**src/rtl/guess_leds_game.sv**
```systemverilog
// guess_leds_game: LED memory game. A random pattern of N_LIT LEDs is shown
// for a shrinking number of ticks; the player reproduces it on SW and
// presses GO. After N_ROUNDS rounds a single LED chases across LEDR.
module guess_leds_game #(
   parameter int N_LEDS      = 16,
   parameter int N_LIT       = 4,
   parameter int N_ROUNDS    = 5,
   parameter int SHOW_TICKS  = 5,
   parameter int SHOW_MIN    = 1,
   parameter int GUESS_TICKS = 500,
   parameter int BLINK_OK    = 48,
   parameter int BLINK_BAD   = 96
) (
   input  logic              CLK,
   input  logic              RST,
   input  logic              TICK,
   input  logic              GO,
   input  logic [N_LEDS-1:0] SW,
   output logic [N_LEDS-1:0] LEDR,
   output logic [5:0]        LEDG,
   output logic [3:0]        ROUNDS,
   output logic [3:0]        ROUNDS_OK
);

   localparam int IW     = $clog2(N_LEDS);
   localparam int LW     = $clog2(N_LIT + 1);
   localparam int M1     = (GUESS_TICKS > BLINK_BAD) ? GUESS_TICKS : BLINK_BAD;
   localparam int M2     = (M1 > BLINK_OK) ? M1 : BLINK_OK;
   localparam int CMAX   = (M2 > SHOW_TICKS) ? M2 : SHOW_TICKS;
   localparam int CW_RAW = $clog2(CMAX + 1);
   // At least 3 bits so the blink phase bit cnt[2] always exists.
   localparam int CW     = (CW_RAW < 3) ? 3 : CW_RAW;

   localparam logic [CW-1:0] SHOW_INIT  = CW'(SHOW_TICKS);
   localparam logic [CW-1:0] SHOW_FLOOR = CW'(SHOW_MIN);
   localparam logic [CW-1:0] GUESS_INIT = CW'(GUESS_TICKS);
   localparam logic [CW-1:0] OK_INIT    = CW'(BLINK_OK);
   localparam logic [CW-1:0] BAD_INIT   = CW'(BLINK_BAD);
   localparam logic [CW-1:0] CNT_ZERO   = {CW{1'b0}};
   localparam logic [LW-1:0] LIT_LAST   = LW'(N_LIT - 1);
   localparam logic [3:0]    ROUND_LAST = 4'(N_ROUNDS);
   localparam logic [15:0]   LFSR_SEED  = 16'hACE1;

   typedef enum logic [2:0] {
      S_IDLE   = 3'd0,
      S_GEN    = 3'd1,
      S_SHOW   = 3'd2,
      S_GUESS  = 3'd3,
      S_EVAL   = 3'd4,
      S_RESULT = 3'd5,
      S_DONE   = 3'd6
   } state_t;

   function automatic logic [5:0] state_onehot(input state_t s);
      logic [5:0] oh;
      case (s)
         S_IDLE:   oh = 6'b000001;
         S_GEN:    oh = 6'b000010;
         S_SHOW:   oh = 6'b000100;
         S_GUESS:  oh = 6'b001000;
         S_EVAL:   oh = 6'b010000;
         S_RESULT: oh = 6'b100000;
         S_DONE:   oh = 6'b111111;
         default:  oh = 6'b000001;
      endcase
      return oh;
   endfunction

   function automatic logic [3:0] sat_inc4(input logic [3:0] v);
      logic [3:0] r;
      if (v == 4'd15) r = v;
      else            r = v + 4'd1;
      return r;
   endfunction

   state_t            state_q, state_d;
   logic              go_q, go_d;
   logic [15:0]       lfsr_q, lfsr_d;
   logic [N_LEDS-1:0] pattern_q, pattern_d;
   logic [LW-1:0]     lit_q, lit_d;
   logic [CW-1:0]     cnt_q, cnt_d;
   logic [CW-1:0]     show_len_q, show_len_d;
   logic [3:0]        rounds_q, rounds_d;
   logic [3:0]        rounds_ok_q, rounds_ok_d;
   logic [N_LEDS-1:0] ledr_q, ledr_d;
   logic [5:0]        ledg_q, ledg_d;
   logic              go_edge;
   logic [IW-1:0]     idx;

   assign go_edge   = GO & ~go_q;
   assign idx       = lfsr_q[IW-1:0];
   assign LEDR      = ledr_q;
   assign LEDG      = ledg_q;
   assign ROUNDS    = rounds_q;
   assign ROUNDS_OK = rounds_ok_q;

   // Next-state logic for the game sequencer, counters and LFSR.
   always_comb begin
      state_d     = state_q;
      go_d        = GO;
      lfsr_d      = {lfsr_q[14:0], lfsr_q[15] ^ lfsr_q[13] ^ lfsr_q[12] ^ lfsr_q[10]};
      pattern_d   = pattern_q;
      lit_d       = lit_q;
      cnt_d       = cnt_q;
      show_len_d  = show_len_q;
      rounds_d    = rounds_q;
      rounds_ok_d = rounds_ok_q;
      case (state_q)
         S_IDLE: begin
            if (go_edge) begin
               pattern_d = {N_LEDS{1'b0}};
               lit_d     = {LW{1'b0}};
               state_d   = S_GEN;
            end else begin
               state_d = S_IDLE;
            end
         end
         S_GEN: begin
            // Collisions with an already-lit LED simply retry next CLK.
            if (pattern_q[idx] == 1'b0) begin
               pattern_d[idx] = 1'b1;
               lit_d          = lit_q + 1'b1;
               if (lit_q == LIT_LAST) begin
                  cnt_d   = show_len_q;
                  state_d = S_SHOW;
               end else begin
                  state_d = S_GEN;
               end
            end else begin
               state_d = S_GEN;
            end
         end
         S_SHOW: begin
            if (TICK) begin
               if (cnt_q == CNT_ZERO) begin
                  cnt_d   = GUESS_INIT;
                  state_d = S_GUESS;
               end else begin
                  cnt_d = cnt_q - 1'b1;
               end
            end else begin
               cnt_d = cnt_q;
            end
         end
         S_GUESS: begin
            // A press and a timeout on the same CLK merge into one EVAL.
            if (go_edge || (TICK && (cnt_q == CNT_ZERO))) begin
               state_d = S_EVAL;
            end else if (TICK) begin
               cnt_d = cnt_q - 1'b1;
            end else begin
               cnt_d = cnt_q;
            end
         end
         S_EVAL: begin
            rounds_d = sat_inc4(rounds_q);
            if (SW == pattern_q) begin
               rounds_ok_d = sat_inc4(rounds_ok_q);
               cnt_d       = OK_INIT;
               if (show_len_q > SHOW_FLOOR) show_len_d = show_len_q - 1'b1;
               else                         show_len_d = SHOW_FLOOR;
            end else begin
               cnt_d = BAD_INIT;
            end
            state_d = S_RESULT;
         end
         S_RESULT: begin
            if (TICK) begin
               if (cnt_q == CNT_ZERO) begin
                  if (rounds_q == ROUND_LAST) state_d = S_DONE;
                  else                        state_d = S_IDLE;
               end else begin
                  cnt_d = cnt_q - 1'b1;
               end
            end else begin
               cnt_d = cnt_q;
            end
         end
         S_DONE: begin
            state_d = S_DONE;
         end
         default: begin
            state_d = S_IDLE;
         end
      endcase
   end

   // Display values registered alongside the state they belong to.
   always_comb begin
      ledr_d = {N_LEDS{1'b0}};
      case (state_d)
         S_SHOW: begin
            ledr_d = pattern_d;
         end
         S_RESULT: begin
            if (cnt_d[2]) ledr_d = pattern_d;
            else          ledr_d = {N_LEDS{1'b0}};
         end
         S_DONE: begin
            if (state_q != S_DONE) ledr_d = {{(N_LEDS-1){1'b0}}, 1'b1};
            else if (TICK)         ledr_d = {ledr_q[N_LEDS-2:0], ledr_q[N_LEDS-1]};
            else                   ledr_d = ledr_q;
         end
         default: begin
            ledr_d = {N_LEDS{1'b0}};
         end
      endcase
      ledg_d = state_onehot(state_d);
   end

   // State and output registers; GO_q resets high so a held button is not an edge.
   always_ff @(posedge CLK) begin
      if (RST) begin
         state_q     <= S_IDLE;
         go_q        <= 1'b1;
         lfsr_q      <= LFSR_SEED;
         pattern_q   <= {N_LEDS{1'b0}};
         lit_q       <= {LW{1'b0}};
         cnt_q       <= CNT_ZERO;
         show_len_q  <= SHOW_INIT;
         rounds_q    <= 4'd0;
         rounds_ok_q <= 4'd0;
         ledr_q      <= {N_LEDS{1'b0}};
         ledg_q      <= 6'b000001;
      end else begin
         state_q     <= state_d;
         go_q        <= go_d;
         lfsr_q      <= lfsr_d;
         pattern_q   <= pattern_d;
         lit_q       <= lit_d;
         cnt_q       <= cnt_d;
         show_len_q  <= show_len_d;
         rounds_q    <= rounds_d;
         rounds_ok_q <= rounds_ok_d;
         ledr_q      <= ledr_d;
         ledg_q      <= ledg_d;
      end
   end

endmodule

```
**config.mk**
```make
export PLATFORM = sky130hd
export DESIGN_NAME = guess_leds_game
export DESIGN_NICKNAME = d
export VERILOG_FILES = /design/src/rtl/guess_leds_game.sv
export SDC_FILE = /design/constraint.sdc
export NUM_CORES = 1
export LEC_CHECK = 0
export ABC_AREA = 1
export CAP_MARGIN = 20
export CORE_MARGIN = 1.5
export CORE_UTILIZATION = 57
export CTS_CLUSTER_DIAMETER = 40
export CTS_CLUSTER_SIZE = 14
export DETAILED_ROUTE_END_ITERATION = 16
export PLACE_DENSITY_LB_ADDON = 0.1
export SLEW_MARGIN = 20
export SYNTH_ARGS = -nofsm -noshare
export SYNTH_HDL_FRONTEND = slang
export SYNTH_SLANG_ARGS = --single-unit
```
**constraint.sdc**
```tcl
create_clock -name CLK -period 2.5 [get_ports CLK]
set_input_delay 0.5 -clock CLK [delete_from_list [all_inputs] [get_ports CLK]]
set_output_delay 0.5 -clock CLK [all_outputs]
set_load 0.01 [all_outputs]
```
==> results.json, run 1 <==
{
  "outcome": "completed",
  "period_share": 0.9092,
  "arrival_ns": 2.48,
  "cp.required_ns": 2.71,
  "rsz0062_at_grt": "no",
  "synthMuxAreaShare": 0,
  "power.leakage_nw": 2.550,
  "route.detailed.drc": 0,
  "wl_per_cell_um": 13.65,
  "fin_worst_skew_ns": 0.01546,
  "pin_count": 50,
  "synth_top_area_frac": 0.3582,
  "p_per_area_nw_per_um2": 475.1,
  "postSynthCellCount": 698,
  "synth_area_leaders": "dfxtp_1 36%, nand2_1 14%, inv_1 7.0%",
  "fp.dieW_um": 95.36,
  "antenna_left": 0,
  "async_flop_share": 0,
  "syn_nets": 727,
  "cp-end-kind": "register",
  "finalMaxSlewViolations": 0,
  "cts_buffer_depth": 2,
  "path_clk_slew_ns": 0.10,
  "postPlaceCellArea_um2": 5528,
  "dp_cells": 858,
  "cts.htree.levels": 3,
  "seq_area_um2": 1742,
  "yosys_register_bits": 87,
  "tightest_slew_ns": 0.7467,
  "cts_root_buffer": "clkbuf_8",
  "fp.dieH_um": 95.36,
  "core_um2": 8258,
  "slew_headroom": 0.5022,
  "design_area_um2": 5732,
  "clk_latency_ns": 0.36,
  "grt_pass1_vias": 4168,
  "dr.pass1.iters": 5,
  "hold_violations": 0,
  "utilization": 0.6941,
  "yosysSeqAreaShare": 0.3582,
  "final_cells": 874,
  "setup_tns_ns": 0,
  "cts_tree": "built",
  "synth_most_common_cell": "nand2_1",
  "synth_compound_area_frac": 0.1289,
  "hold_class": "reg2reg",
  "pre_cts_ws_ns": -0.1326,
  "synth_xor_area_frac": 0.03963,
  "overflow": 0,
  "wl_mm": 11.93,
  "rows": 33,
  "place_congestion": 0.9434,
  "antenna_found_initial": 0,
  "yosys_warnings": 0,
  "finalPower_mw": 2.723,
  "nNetsFinal": 793,
  "criticalPathCategory": "reg2reg",
  "synthSimpleGateAreaFrac": 0.3412,
  "numClockSinks": 87,
  "startpoint_type": "register",
  "setup_viol": 0,
  "hpwl_mm": 8.679,
  "synth_common_cells": "176 x nand2_1, 91 x inv_1, 88 x nor2_1",
  "vias_per_cell": 5.280,
  "multi_input_area_um2": 2591,
  "synth_top_family_by_area": "simple AND/OR/NAND/NOR gates",
  "holdWs_ns": 0.4044,
  "start_util": 0.5888,
  "min_from": "lfsr_q[4]$_SDFF_PP0_",
  "drive_above_1_share": 0.1456,
  "grt_usage": 0.2750,
  "portBuffers": 49,
  "synth_edf_count": 0,
  "drtIter0Drc": 292,
  "finalCriticalPeriod_ns": 2.273,
  "clock.fmax_mhz": 439.9,
  "synth_cell_types": 43,
  "setup_ws_ns": 0.2269,
  "die-area_um2": 9094,
  "grt_pass1_wl_mm": 19.38,
  "synthAdderAreaFrac": 0.02316,
  "syn_area_um2": 4862,
  "maxCapViolations": 0,
  "numCtsBuffers": 9,
  "dr_total_vias": 4615,
  "cp_max_fo": 8,
  "grt_max_degree": 71,
  "fill_cells": 735,
  "r2r_start": "lfsr_q[1]$_SDFF_PP0_",
  "syn_to_final_growth_pct": 17.88,
  "synth-main-ff-cell": "dfxtp_1",
  "num_antenna_cells": 0,
  "yosys.area.top_type": "dfxtp_1",
  "ir_worst_vdd_v": 0.0003021,
  "worstSetupStartpoint": "lfsr_q[1]$_SDFF_PP0_",
  "syn_area_per_cell_um2": 6.966
}
[timing repair]
item | in CTS | in global routing
resized for setup | 0 | 1
setup endpoints to repair | 0 | 2
buffers inserted | 0 | 0
hold buffers | 0 | 0
[cells in the final DEF, fill, tap and decap left out, types with 4 or more instances in the layout]
| master | synthesis | routed |
|---|---|---|
| nand2_1 | 176 | 176 |
| inv_1 | 91 | 91 |
| nor2_1 | 88 | 88 |
| dfxtp_1 | 87 | 87 |
| clkdlybuf4s50_1 | 0 | 48 |
| a21oi_1 | 34 | 34 |
| o21ai_0 | 31 | 31 |
| buf_4 | 2 | 26 |
| nand3_1 | 18 | 18 |
| nand2_2 | 16 | 16 |
| xnor2_1 | 14 | 14 |
| a31oi_1 | 12 | 12 |
| or2_2 | 11 | 11 |
| nor3_1 | 11 | 11 |
| a21oi_2 | 10 | 10 |
| ha_1 | 9 | 9 |
| clkbuf_8 | 3 | 9 |
| inv_2 | 7 | 8 |
| xor2_1 | 8 | 8 |
| o211ai_1 | 8 | 8 |
| nor2_2 | 6 | 6 |
| nand4_1 | 6 | 6 |
| nand3_4 | 5 | 5 |
| nor2_4 | 4 | 4 |
[state kept, by name, indices dropped and copies added (netlist names)]
signal,count
LEDG,6
LEDR,16
ROUNDS,4
ROUNDS_OK,4
cnt_q,9
go_q,1
lfsr_q,16
lit_q,3
pattern_q,16
show_len_q,9
state_q,3
[worst paths after layout]
check | slack (ns) | endpoint | cells past startpoint
worst min-delay path | 0.40 | lfsr_q[5]$_SDFF_PP1_ | 1
worst max register to register | 0.23 | cnt_q[7]$_SDFFE_PP0P_ | 11
worst min register to register | 0.40 | lfsr_q[5]$_SDFF_PP1_ | 1
worst max-delay path | 0.23 | cnt_q[7]$_SDFFE_PP0P_ | 11
[cells by family after synthesis]
family,after synthesis
xor gates and xnor gates,22
DFF,87
AOI/OAI and AO/OA,106
buffers and inverters,120
and+or+nand+nor,354
adders and majority gates,9
[layer usage]
metal | share of wire | track usage | vias to the layer above
li1 | - | - | 2334
met1 | 0.48 | 0.3819 | 2123
met2 | 0.46 | 0.4427 | 142
met3 | 0.051 | 0.03509 | 16
met4 | 0.013 | 0.08333 | 0
met5 | 0 | 0 | -
[where the power goes]
group          internal (mW)  total [mW]  switching (mW)
clock                  0.472        1.02           0.545
combinational          0.105       0.270           0.165
sequential              1.41        1.44          0.0229
[final cells by class]
type,count,area share
multi-input cells,491,0.4521
inverters,100,0.06680
clock buffers,9,0.02161
well taps,105,0.02292
clock inverters,7,0.01397
repair buffers,75,0.1188
flip-flops and latches,87,0.3039
[critical path: stages, from the launching register on]
cell	delay [ns]
dfxtp_1	0.50
inv_1	0.22
nand2_1	0.13
nand2_1	0.05
nand2_1	0.05
nand2_1	0.08
nor2_4	0.16
nor2_2	0.09
nor3b_1	0.26
nand3_1	0.32
a21oi_1	0.22
nor2_1	0.06
No activity file was read; power rests on OpenSTA's default activity.
==> inputs of run 2 (changes only) <==
--- a/config.mk
+++ b/config.mk
@@ -12,7 +12,7 @@
 export CTS_CLUSTER_DIAMETER = 40
 export CTS_CLUSTER_SIZE = 14
 export DETAILED_ROUTE_END_ITERATION = 16
-export PLACE_DENSITY_LB_ADDON = 0.1
+export PLACE_DENSITY = 0.87
 export SLEW_MARGIN = 20
 export SYNTH_ARGS = -nofsm -noshare
 export SYNTH_HDL_FRONTEND = slang
==> run 2 against run 1 <==
Net effect: utilization decreased by 1.4 points; die area unchanged; first-iteration DRC count increased by 7.2%; final area decreased by 2.0%; critical path depth unchanged; clock-buffer cell count increased by 1; combinational power decreased by 2%; sequential power about the same; final cell count decreased by 1.6%.
==> results.json, run 2 (synthesis gave the netlist of run 1 again) <==
{
  "place_congestion": 0.9363,
  "rsz0062_at_grt": "no",
  "cp_max_fo": 8,
  "fin_worst_skew_ns": 0.009629,
  "dp_cells": 844,
  "setup_ws_ns": 0.2741,
  "antenna_left": 0,
  "die-area_um2": 9094,
  "nNetsFinal": 779,
  "cts_tree": "built",
  "grt_max_degree": 51,
  "setup_viol": 0,
  "pin_count": 50,
  "cts.htree.levels": 3,
  "numClockSinks": 87,
  "wl_mm": 11.84,
  "grt_pass1_vias": 4226,
  "syn_to_final_growth_pct": 15.49,
  "maxCapViolations": 0,
  "numCtsBuffers": 9,
  "drtIter0Drc": 313,
  "cts_root_buffer": "clkbuf_8",
  "final_cells": 860,
  "ctsHoldBuffers": 0,
  "hpwl_mm": 8.721,
  "layout_common_cells": "176 x nand2_1, 91 x inv_1, 88 x nor2_1",
  "slew_headroom": 0.6246,
  "startpoint_type": "register",
  "tightest_slew_ns": 0.5631,
  "rows": 33,
  "finalMaxSlewViolations": 0,
  "clk_latency_ns": 0.37,
  "hold_violations": 0,
  "clock.fmax_mhz": 449.3,
  "portBuffers": 49,
  "pre_cts_ws_ns": -0.01947,
  "layout_commonest_cell": "nand2_1",
  "finalCriticalPeriod_ns": 2.226,
  "p_per_area_nw_per_um2": 471.1,
  "wl_per_cell_um": 13.77,
  "arrival_ns": 2.47,
  "vias_per_cell": 5.360,
  "fp.dieH_um": 95.36,
  "dr_total_vias": 4610,
  "core_um2": 8258,
  "fp.dieW_um": 95.36,
  "cts_buffer_depth": 2,
  "hold_class": "reg2reg",
  "power.leakage_nw": 2.480,
  "path_clk_slew_ns": 0.09,
  "overflow": 0,
  "grt_usage": 0.2747,
  "grt_pass1_wl_mm": 19.29,
  "outcome": "completed",
  "dr.pass1.iters": 5,
  "start_util": 0.5888,
  "ir_worst_vdd_v": 0.0003036,
  "post_cts.repair.setup_buffers": 0,
  "cp.required_ns": 2.75,
  "antenna_found_initial": 0,
  "cp-end-kind": "register",
  "num_antenna_cells": 0,
  "period_share": 0.8904,
  "drive_above_1_share": 0.1298,
  "route.detailed.drc": 0,
  "criticalPathCategory": "reg2reg"
}
==> run 2: path summary, 6_finish.rpt <==
| path | start | end | slack [ns] | cells after the start |
|---|---|---|---|---|
| min reg2reg | lfsr_q[11]$_SDFF_PP1_ | lfsr_q[12]$_SDFF_PP0_ | 0.41 | 2 |
| min | lfsr_q[11]$_SDFF_PP1_ | lfsr_q[12]$_SDFF_PP0_ | 0.41 | 2 |
| max | lfsr_q[1]$_SDFF_PP0_ | cnt_q[0]$_SDFFE_PP0P_ | 0.27 | 11 |
| max reg2reg | lfsr_q[1]$_SDFF_PP0_ | cnt_q[0]$_SDFFE_PP0P_ | 0.27 | 11 |
==> run 2: through the flow <==
stage,area (um2),hold slack [ns],util,power (mW),setup TNS (ns)
2_1_floorplan,4862,0.3883,-,1.643,0
3_3_place_gp,5423,0.3924,0.6567,1.720,0
3_5_place_dp,5423,0.3971,0.6567,1.726,-0.02670
4_1_cts,5610,0.4125,0.6794,2.648,0
5_1_grt,5615,0.4271,0.6800,2.734,0
6_report,5615,0.4135,0.6800,2.646,0
==> run 2: power breakdown <==
part	leakage [nW]	switching [mW]	total, mW	internal, mW
Sequential	0.706	0.0230	1.44	1.41
Combinational	1.68	0.163	0.265	0.101
Clock	0.0899	0.545	0.945	0.400
Total	2.48	0.731	2.65	1.91
==> run 2: final cells by class <==
class / instances / area, um2
multi-input combinational: 491 / 2596
clock buffer: 10 / 137.6
fill: 728 / 2643
clock inverter: 6 / 50.05
tap: 105 / 131.4
timing repair buffer: 61 / 575.6
sequential: 87 / 1742
inverter: 100 / 382.9
==> run 2: timing repair <==
item | in CTS | in global routing
gates resized for setup | 0 | 1
hold endpoints to repair | 0 | 0
endpoints found under the setup margin | 0 | 2
==> run 2: layer usage <==
layer / share of wire / vias to the layer above / track usage
met5: 0 / - / 0
met4: 0.022 / 0 / 0.1107
met3: 0.075 / 30 / 0.05981
met2: 0.46 / 201 / 0.4456
met1: 0.44 / 2079 / 0.3531
li1: - / 2300 / -
==> run 2: critical path: stages, from the launching register on <==
cell     delay, ns
dfxtp_1       0.48
inv_1         0.20
nand2_1       0.11
nand2_1       0.06
nand2_1       0.05
nand2_1       0.09
nor2_4        0.16
nor2_2        0.09
nor3b_1       0.33
nand3_2       0.25
a21oi_1       0.21
nor2_1        0.05
==> inputs of run 3 (changes only) <==
--- a/config.mk
+++ b/config.mk
@@ -13,7 +13,7 @@
 export CTS_CLUSTER_SIZE = 14
 export DETAILED_ROUTE_END_ITERATION = 16
 export PLACE_DENSITY = 0.87
-export SLEW_MARGIN = 20
+export SLEW_MARGIN = 40
 export SYNTH_ARGS = -nofsm -noshare
 export SYNTH_HDL_FRONTEND = slang
 export SYNTH_SLANG_ARGS = --single-unit
==> results of run 3 <==
Same layout as run 2: the final DEF is identical, and so are final timing and power.
